`config.mk`:
```
export PLATFORM = sky130hd
export DESIGN_NAME = mc_alu
export DESIGN_NICKNAME = d
export VERILOG_FILES = /design/src/rtl/mc_alu_pkg.sv /design/src/rtl/mc_alu_muldiv.sv /design/src/rtl/mc_alu.sv
export SDC_FILE = /design/constraint.sdc
export NUM_CORES = 1
export LEC_CHECK = 0
export BUFFER_PORTS_ARGS = -buffer_cell sky130_fd_sc_hd__buf_4
export CAP_MARGIN = 20
export CELL_PAD_IN_SITES_DETAIL_PLACEMENT = 0
export CELL_PAD_IN_SITES_GLOBAL_PLACEMENT = 1
export CORE_MARGIN = 8
export CORE_UTILIZATION = 31
export DETAILED_ROUTE_END_ITERATION = 8
export PLACE_DENSITY = 0.69
export SETUP_SLACK_MARGIN = 0.4
export SLEW_MARGIN = 30
export SYNTH_ARGS = -nofsm -noshare
export SYNTH_HDL_FRONTEND = slang
export SYNTH_SLANG_ARGS = --single-unit
export TNS_END_PERCENT = 30
```
`constraint.sdc`:
```
create_clock -name clk -period 5.32 [get_ports clk]
set_input_delay 0.798 -clock clk [delete_from_list [all_inputs] [get_ports clk]]
set_output_delay 0.798 -clock clk [all_outputs]
set_load 0.03 [all_outputs]
```
`src/rtl/mc_alu_pkg.sv`:
```
// Shared opcode constants, FSM state encoding and engine mode for the mc_alu block.
package mc_alu_pkg;

  localparam logic [3:0] OP_ADD  = 4'b0001;
  localparam logic [3:0] OP_SUB  = 4'b0010;
  localparam logic [3:0] OP_LUI  = 4'b0011;
  localparam logic [3:0] OP_OR   = 4'b0100;
  localparam logic [3:0] OP_PASS = 4'b0101;
  localparam logic [3:0] OP_AND  = 4'b0110;
  localparam logic [3:0] OP_SLTU = 4'b0111;
  localparam logic [3:0] OP_MULU = 4'b1000;
  localparam logic [3:0] OP_DIVU = 4'b1001;

  localparam logic MD_MUL = 1'b0;
  localparam logic MD_DIV = 1'b1;

  typedef enum logic [1:0] {
    ST_IDLE = 2'd0,
    ST_EXEC = 2'd1,
    ST_DONE = 2'd2
  } state_e;

endpackage

```
`src/rtl/mc_alu_muldiv.sv`:
```
// Iterative unsigned shift-add multiplier / restoring divider, one bit per cycle over WIDTH cycles.
// done is high in the final iteration; lo/hi then carry the finished result for capture by the top.
module mc_alu_muldiv
  import mc_alu_pkg::*;
#(
  parameter int WIDTH = 32
) (
  input  logic             clk,
  input  logic             rst_n,
  input  logic             start,
  input  logic             mode,
  input  logic [WIDTH-1:0] a,
  input  logic [WIDTH-1:0] b,
  output logic             done,
  output logic [WIDTH-1:0] lo,
  output logic [WIDTH-1:0] hi
);

  logic             busy_q, busy_d;
  logic             mode_q, mode_d;
  logic [WIDTH-1:0] cnt_q, cnt_d;
  logic [WIDTH-1:0] hi_q, hi_d;
  logic [WIDTH-1:0] lo_q, lo_d;
  logic [WIDTH-1:0] opnd_q, opnd_d;

  logic [WIDTH:0]   mul_sum;
  logic [WIDTH:0]   div_sh;
  logic             div_ge;
  logic [WIDTH-1:0] div_diff;
  logic [WIDTH-1:0] hi_step, lo_step;

  always_comb begin
    // hi:lo is the running product (mul) or remainder:dividend/quotient (div)
    mul_sum  = {1'b0, hi_q} + (lo_q[0] ? {1'b0, opnd_q} : '0);
    div_sh   = {hi_q, lo_q[WIDTH-1]};
    div_ge   = div_sh >= {1'b0, opnd_q};
    div_diff = div_sh[WIDTH-1:0] - opnd_q;
    if (mode_q == MD_DIV) begin
      hi_step = div_ge ? div_diff : div_sh[WIDTH-1:0];
      lo_step = {lo_q[WIDTH-2:0], div_ge};
    end else begin
      hi_step = mul_sum[WIDTH:1];
      lo_step = {mul_sum[0], lo_q[WIDTH-1:1]};
    end

    busy_d = busy_q;
    mode_d = mode_q;
    cnt_d  = cnt_q;
    hi_d   = hi_q;
    lo_d   = lo_q;
    opnd_d = opnd_q;
    if (start) begin
      busy_d = 1'b1;
      mode_d = mode;
      cnt_d  = WIDTH'(WIDTH - 1);
      hi_d   = '0;
      lo_d   = a;
      opnd_d = b;
    end else if (busy_q) begin
      hi_d  = hi_step;
      lo_d  = lo_step;
      cnt_d = cnt_q - WIDTH'(1);
      if (cnt_q == '0) busy_d = 1'b0;
    end
  end

  assign done = busy_q && (cnt_q == '0);
  assign lo   = lo_step;
  assign hi   = hi_step;

  always_ff @(posedge clk or negedge rst_n) begin
    if (!rst_n) begin
      busy_q <= 1'b0;
      mode_q <= MD_MUL;
      cnt_q  <= '0;
      hi_q   <= '0;
      lo_q   <= '0;
      opnd_q <= '0;
    end else begin
      busy_q <= busy_d;
      mode_q <= mode_d;
      cnt_q  <= cnt_d;
      hi_q   <= hi_d;
      lo_q   <= lo_d;
      opnd_q <= opnd_d;
    end
  end

endmodule

```
`src/rtl/mc_alu.sv`:
```
// Multi-cycle ALU: FSM, single-cycle datapath and output registers.
// The mul/div engine exists only when ALU_MULDIV_EN is defined; otherwise MULU/DIVU are illegal ops.
//   state   | meaning
//   IDLE    | in_ready=1, waiting for an operation
//   EXEC    | mul/div engine iterating (WIDTH cycles)
//   DONE    | out_valid=1, outputs held until out_ready
module mc_alu
  import mc_alu_pkg::*;
#(
  parameter int WIDTH = 32
) (
  input  logic             clk,
  input  logic             rst_n,
  input  logic             in_valid,
  output logic             in_ready,
  input  logic [3:0]       op,
  input  logic [WIDTH-1:0] a,
  input  logic [WIDTH-1:0] b,
  output logic             out_valid,
  input  logic             out_ready,
  output logic [WIDTH-1:0] result,
  output logic [WIDTH-1:0] hi,
  output logic             zero,
  output logic             err
);

  state_e           state_q, state_d;
  logic [WIDTH-1:0] result_q, result_d;
  logic [WIDTH-1:0] hi_q, hi_d;
  logic             zero_q, zero_d;
  logic             err_q, err_d;

`ifdef ALU_MULDIV_EN
  logic             md_start;
  logic             md_mode;
  logic             md_done;
  logic [WIDTH-1:0] md_lo, md_hi;

  mc_alu_muldiv #(.WIDTH(WIDTH)) u_muldiv (
    .clk   (clk),
    .rst_n (rst_n),
    .start (md_start),
    .mode  (md_mode),
    .a     (a),
    .b     (b),
    .done  (md_done),
    .lo    (md_lo),
    .hi    (md_hi)
  );
`endif

  always_comb begin
    state_d  = state_q;
    result_d = result_q;
    hi_d     = hi_q;
    zero_d   = zero_q;
    err_d    = err_q;
`ifdef ALU_MULDIV_EN
    md_start = 1'b0;
    md_mode  = MD_MUL;
`endif
    case (state_q)
      ST_IDLE: begin
        if (in_valid) begin
          state_d  = ST_DONE;
          result_d = '0;
          hi_d     = '0;
          err_d    = 1'b0;
          case (op)
            OP_ADD:  result_d = a + b;
            OP_SUB:  result_d = a - b;
            OP_LUI:  result_d = {a[WIDTH/2-1:0], {(WIDTH/2){1'b0}}};
            OP_OR:   result_d = a | b;
            OP_PASS: result_d = a;
            OP_AND:  result_d = a & b;
            OP_SLTU: result_d = {{(WIDTH-1){1'b0}}, (a < b)};
`ifdef ALU_MULDIV_EN
            OP_MULU: begin
              state_d  = ST_EXEC;
              md_start = 1'b1;
              md_mode  = MD_MUL;
            end
            OP_DIVU: begin
              // divide-by-zero short-circuits straight to DONE
              if (b == '0) begin
                result_d = '1;
                hi_d     = a;
                err_d    = 1'b1;
              end else begin
                state_d  = ST_EXEC;
                md_start = 1'b1;
                md_mode  = MD_DIV;
              end
            end
`endif
            default: err_d = 1'b1;
          endcase
          zero_d = (result_d == '0);
        end
      end
      ST_EXEC: begin
`ifdef ALU_MULDIV_EN
        if (md_done) begin
          state_d  = ST_DONE;
          result_d = md_lo;
          hi_d     = md_hi;
          zero_d   = (md_lo == '0);
          err_d    = 1'b0;
        end
`else
        state_d = ST_IDLE;
`endif
      end
      ST_DONE: begin
        if (out_ready) state_d = ST_IDLE;
      end
      default: state_d = ST_IDLE;
    endcase
  end

  always_ff @(posedge clk or negedge rst_n) begin
    if (!rst_n) begin
      state_q  <= ST_IDLE;
      result_q <= '0;
      hi_q     <= '0;
      zero_q   <= 1'b0;
      err_q    <= 1'b0;
    end else begin
      state_q  <= state_d;
      result_q <= result_d;
      hi_q     <= hi_d;
      zero_q   <= zero_d;
      err_q    <= err_d;
    end
  end

  assign in_ready  = (state_q == ST_IDLE);
  assign out_valid = (state_q == ST_DONE);
  assign result    = result_q;
  assign hi        = hi_q;
  assign zero      = zero_q;
  assign err       = err_q;

endmodule

```
==> impl_metrics.env, run 1 <==
export IMPL_status="finished clean"
export IMPL_syn_area_per_cell_um2=7.086
export IMPL_grt_overflow_total=0
export IMPL_antenna_found_initial=1
export IMPL_drv_slew=0
export IMPL_nets=1336
export IMPL_yosys_area_top_type_share_pct=16.83
export IMPL_routed_wirelength_um=33470
export IMPL_start_util_pct=31.15
export IMPL_hold_viol=0
export IMPL_coreArea_mm2=0.02482
export IMPL_p_leak_uw=0.004095
export IMPL_setup_viol=0
export IMPL_slew_headroom_pct=37.15
export IMPL_placementRows=58
export IMPL_skew_ns=0.002519
export IMPL_power_frac_seq_pct=20.8
export IMPL_htreeDepth=2
export IMPL_antenna_left=0
export IMPL_cts_hold_buf=0
export IMPL_vias=8686
export IMPL_synth_top_family_by_area="compound AO/OA/AOI/OAI gates"
export IMPL_p_int_uw=835.8
export IMPL_hold_path_class="in -> async"
export IMPL_synthXorXnorAreaFrac_pct=0.4531
export IMPL_die_area_mm2=0.03025
export IMPL_ys_seq_area_share_pct=11.33
export IMPL_synth_warnings=0
export IMPL_p_comb_share_pct=62.9
export IMPL_fin_ws_ns=0.8076
export IMPL_post_place_ws_ns=0.6836
export IMPL_post_drt_wl_per_cell_um=22.48
export IMPL_cts_tree="built"
export IMPL_drc=0
export IMPL_tightest_slew_ns=0.9393
export IMPL_cp_start_kind="primary input"
export IMPL_cts_setup_buffers=0
export IMPL_root_buffer="clkbuf_16"
export IMPL_clk_path_buf_depth=2
export IMPL_viasPerCell=5.833
export IMPL_first_pass_iters=6
export IMPL_worstPathMaxFanout=10
export IMPL_vdd_ir_drop_worst_mv=0.1774
export IMPL_critPathArrivalTime_ns=4.69
export IMPL_ys_types=95
export IMPL_period_minus_slack_ns=4.512
export IMPL_synthCells=1091
export IMPL_setup_tns_ns=0
export IMPL_ys_flop_type="dfrtp_1"
export IMPL_synth_compound_area_share_pct=35.51
export IMPL_p_sw_uw=810.9
export IMPL_hpwl_um=27480
export IMPL_dp_cells=1481
export IMPL_synth_area_mm2=0.007731
export IMPL_die_h_um=173.9
export IMPL_ys_async_sr_fraction_pct=100.0
export IMPL_yosysMostFrequentCell="nand2_1"
export IMPL_power_density_mw_per_mm2=187.3
export IMPL_yosys_register_bits=35
export IMPL_area_growth_pct=13.69
export IMPL_synth_edf_count=0
export IMPL_cts_resized_gates=0
export IMPL_swShare_pct=49.24
export IMPL_total_power_uw=1647
export IMPL_grt_pass1_wl_um=51480
export IMPL_critical_path_endpoint_type="flop"
export IMPL_synth_simple_gate_area_share_pct=21.90
export IMPL_synthTopCellsByCount="nand2_1, ha_1, inv_1, a21oi_1, nor2_1"
export IMPL_grt_max_degree=37
export IMPL_grt_usage_pct=21.33
export IMPL_synthTopCellsByArea="ha_1, dfrtp_1, a21oi_1"
export IMPL_clock_power_share_pct=16.3
export IMPL_path_class="in -> reg"
export IMPL_drive_gt1_share_pct=14.15
export IMPL_yosysTopAreaCell="ha_1"
export IMPL_instances_no_fill=1489
export IMPL_diodes=0
export IMPL_clock_latency_ns=0.27
export IMPL_die_w_um=173.9
export IMPL_max_cap_violations=0
export IMPL_pin_count=140
export IMPL_worst_endpoint_required_ns=5.50
export IMPL_gp_congestion=0.9706
export IMPL_clock_sinks=35
export IMPL_fillers=2721
export IMPL_synthAdderAreaFrac_pct=17.35
export IMPL_cts_made_buffers=5
export IMPL_max_freq_ghz=0.2216
export IMPL_grt_pass1_vias=8363
export IMPL_rsz0062_at_grt="no"
export IMPL_yosys_mux_area_fraction_pct=1.052
export IMPL_portBuffers=107
export IMPL_path_clk_slew_ns=0.05
export IMPL_fin_crit_sh_pct=84.82
export IMPL_first_iter_violations=1095
[cell families after synthesis]
logic type	after synthesis
buf+inv	199
xor+xnor	4
mux	8
fa+ha+maj	106
compound gates	392
other cells	1
simple gates	346
flops	35
[power by group through the flow]
stage	Clock [uW]	Sequential [uW]	Combinational, uW
floorplan	0	439	576
global placement	0	346	1020
detailed placement	0	347	1020
CTS	275	342	1020
global route	285	348	1120
finish	269	342	1040
[registers in the layout, summed over array words and instances, names as in the netlist]
name     flops
result      32
err          1
state_q      1
zero         1
[layer usage]
| metal | global-route usage, % | up-vias | routed length [um] |
|---|---|---|---|
| met4 | 6.448 | 0 | 983 |
| met5 | 0 | - | 0 |
| li1 | - | 4050 | - |
| met2 | 32.00 | 441 | 14120 |
| met3 | 3.168 | 50 | 2825 |
| met1 | 30.81 | 4145 | 15540 |
[through the flow]
stage / util [%] / cell area [um2] / hold slack, ns
6_report: 35.42 / 8790 / 0.4653
5_1_grt: 35.42 / 8790 / 0.5026
4_1_cts: 35.40 / 8785 / 0.4803
3_5_place_dp: 34.84 / 8647 / 0.4682
3_3_place_gp: 34.84 / 8647 / 0.4603
2_1_floorplan: - / 7848 / 0.5024
[cells in the final DEF (no fill, tap or decap), types with 5 or more instances in the layout]
| cell | instances |
|---|---|
| a31oi_1 | 13 |
| o21ai_0 | 73 |
| conb_1 | 32 |
| buf_4 | 124 |
| mux2i_1 | 7 |
| dfrtp_1 | 35 |
| and4_1 | 5 |
| o22ai_1 | 6 |
| ha_1 | 104 |
| a211o_1 | 5 |
| nand3_1 | 14 |
| o21a_1 | 13 |
| and2_1 | 7 |
| nand2b_1 | 23 |
| a22oi_1 | 21 |
| nand4_1 | 12 |
| nand2_1 | 113 |
| a21oi_1 | 85 |
| nor2_1 | 85 |
| a21o_1 | 10 |
| inv_1 | 102 |
| a221oi_1 | 11 |
| clkbuf_16 | 5 |
| o2111ai_1 | 5 |
| o221ai_1 | 16 |
| nor4_1 | 14 |
| o211ai_1 | 16 |
| a221o_1 | 7 |
| nor3_1 | 25 |
| o31ai_1 | 13 |
| nor2b_1 | 15 |
| a22o_1 | 17 |
| a211oi_1 | 10 |
[cell type report]
type / instances / area [um2] / area share, %
clock buffer: 7 / 132.6 / 1.509
multi-input combinational: 888 / 6042 / 68.74
tap: 330 / 412.9 / 4.698
timing repair buffer: 124 / 930.9 / 10.59
inverter: 104 / 390.4 / 4.441
clock inverter: 1 / 5.005 / 0.05694
sequential: 35 / 875.8 / 9.964
[path summary, 6_finish.rpt]
kind | start | slack (ns) | endpoint | cells after the start
max reg2reg | state_q[1] | 2.61 | zero | 10
max | a[8] | 0.81 | zero | 13
min reg2reg | result[9] | 0.48 | result[9] | 2
min | rst_n | 0.47 | result[9] | 1
min in group clk | result[9] | 0.48 | result[9] | 2
max in group asynchronous | rst_n | 4.55 | zero | 1
[worst max-delay path, stage by stage]
cell,delay (ns)
buf_4,0.11
inv_1,0.05
ha_1,0.48
inv_1,0.19
nor3_1,0.62
a211o_1,0.29
a21o_1,0.30
a41oi_1,0.19
a221o_1,0.33
a221oi_1,0.67
and4_1,0.31
nand4_1,0.10
o31ai_1,0.24
Note: power is estimated with default switching activity, not from simulation.
==> run 2, diff against run 1 <==
==> constraint.sdc (replaced) <==
create_clock -name clk -period 4.7 [get_ports clk]
set_input_delay 0.705 -clock clk [delete_from_list [all_inputs] [get_ports clk]]
set_output_delay 0.705 -clock clk [all_outputs]
set_load 0.03 [all_outputs]
==> run 2 against run 1 <==
  * Global-route usage up 0.63 points
  * Final area up 2.3%
  * Routed wire length up 3.2%
  * Combinational power up 15%
  * Via count up 1.2%
  * Sequential power up 13%
  * Non-clock buffer count up 23
  * Power up 19%
  * Critical path depth unchanged
  * Critical path type unchanged
  * Highest routed layer is now met5
==> impl_metrics.env, run 2 (synthesis results as in run 1) <==
export IMPL_power_density_mw_per_mm2=217.2
export IMPL_root_buffer="clkbuf_16"
export IMPL_cts_tree="built"
export IMPL_diodes=0
export IMPL_routed_wirelength_um=34530
export IMPL_vdd_ir_drop_worst_mv=0.2600
export IMPL_regToRegEndpoint="zero"
export IMPL_fin_crit_sh_pct=86.36
export IMPL_max_freq_ghz=0.2464
export IMPL_die_h_um=173.9
export IMPL_regArea_um2=875.8
export IMPL_worstPathMaxFanout=8
export IMPL_hold_path_class="in -> async"
export IMPL_status="finished clean"
export IMPL_grt_max_degree=36
export IMPL_skew_ns=0.004768
export IMPL_vias=8791
export IMPL_antenna_left=0
export IMPL_largest_register_ffs=32
export IMPL_first_iter_violations=834
export IMPL_drive_gt1_share_pct=16.09
export IMPL_clock_latency_ns=0.28
export IMPL_critical_path_endpoint_type="flop"
export IMPL_whs_ns=0.3675
export IMPL_multiInputGateArea_mm2=0.006052
export IMPL_area_growth_pct=16.33
export IMPL_startpoint="a[2]"
export IMPL_rsz0062_at_grt="no"
export IMPL_hold_viol=0
export IMPL_nets=1359
export IMPL_first_pass_iters=5
export IMPL_clock_sinks=35
export IMPL_period_minus_slack_ns=4.059
export IMPL_grt_overflow_total=0
export IMPL_critPathArrivalTime_ns=4.25
export IMPL_fillers=2724
export IMPL_dp_cells=1504
export IMPL_gp_congestion=0.9635
export IMPL_start_util_pct=31.15
export IMPL_post_drt_wl_per_cell_um=22.85
export IMPL_clk_path_buf_depth=2
export IMPL_htreeDepth=2
export IMPL_p_leak_uw=0.004211
export IMPL_coreArea_mm2=0.02482
export IMPL_cts_made_buffers=5
export IMPL_tightest_slew_ns=0.9006
export IMPL_drv_slew=0
export IMPL_hpwl_um=28540
export IMPL_die_area_mm2=0.03025
export IMPL_grt_usage_pct=21.96
export IMPL_slew_headroom_pct=39.50
export IMPL_final_cell_mix="buf_4, nand2_1, ha_1"
export IMPL_pin_count=140
export IMPL_grt_pass1_wl_um=52580
export IMPL_setup_viol=0
export IMPL_drc=0
export IMPL_rrSetupSlack_ns=1.87
export IMPL_die_w_um=173.9
export IMPL_reg2reg_depth=10
export IMPL_placementRows=58
export IMPL_max_cap_violations=0
export IMPL_setup_tns_ns=0
export IMPL_worst_endpoint_required_ns=4.89
export IMPL_viasPerCell=5.818
export IMPL_critical_path_endpoint="zero"
export IMPL_path_clk_slew_ns=0.05
export IMPL_portBuffers=107
export IMPL_cp_start_kind="primary input"
export IMPL_antenna_found_initial=1
export IMPL_grt_pass1_vias=8596
export IMPL_path_class="in -> reg"
export IMPL_layout_commonest_cell="buf_4"
export IMPL_r2r_start="state_q[1]"
export IMPL_instances_no_fill=1511
==> run 2: worst max-delay path, stage by stage <==
cell and delay (ns):
buf_4 0.15, inv_1 0.06, ha_1 0.43, o211ai_1 0.17, o21ai_1 0.50, a211o_1 0.28
a21o_1 0.27, a41oi_1 0.17, a221o_1 0.32, a221oi_1 0.55, and4_1 0.28, nand4_1 0.09
o31ai_1 0.25
==> run 2: timing repair <==
action | CTS | global route
resized for setup | 0 | 2
hold buffers | 0 | 0
setup buffers | 0 | 0
setup endpoints to repair | 0 | 1
==> run 2: cell type report <==
cell class	count	area share (%)
Inverter	104	4.341
Timing Repair Buffer	147	12.27
Multi-Input combinational cell	888	67.29
Tap cell	330	4.591
Clock buffer	6	1.433
Sequential cell	35	9.738
Clock inverter	1	0.3339
==> run 2: worst min-delay path by stage <==
stage | cells past startpoint | slack (ns) | to
finish | 1 | 0.37 | result[9]
global route | 1 | 0.40 | result[13]
CTS | 1 | 0.38 | result[9]
detailed placement | 2 | 0.47 | result[0]
global placement | 2 | 0.46 | result[9]
floorplan | 0 | 0.41 | err
==> run 2: per-stage QoR <==
stage / power [uW] / area [um2] / worst slack [ns] / utilization, %
6_report: 1953 / 8994 / 0.6411 / 36.24
5_1_grt: 2072 / 8994 / 0.4895 / 36.24
4_1_cts: 1943 / 8981 / 0.5826 / 36.19
3_5_place_dp: 1571 / 8822 / 0.3145 / 35.55
3_3_place_gp: 1573 / 8820 / 0.2158 / 35.54
2_1_floorplan: 1149 / 7848 / 0.9925 / -
==> run 2: where the power goes <==
part / total, uW / switching, uW / internal, uW
Sequential: 387 / 30.7 / 356
Combinational: 1200 / 791 / 413
Clock: 362 / 116 / 247
==> run 2: metal layers <==
| layer | part of all wire (%) | wire, um | global-route usage (%) |
|---|---|---|---|
| met5 | 0.038 | 13 | 0 |
| met2 | 43 | 14740 | 33.50 |
| met4 | 3.6 | 1259 | 7.802 |
| met1 | 45 | 15470 | 30.14 |
| met3 | 8.8 | 3048 | 4.448 |
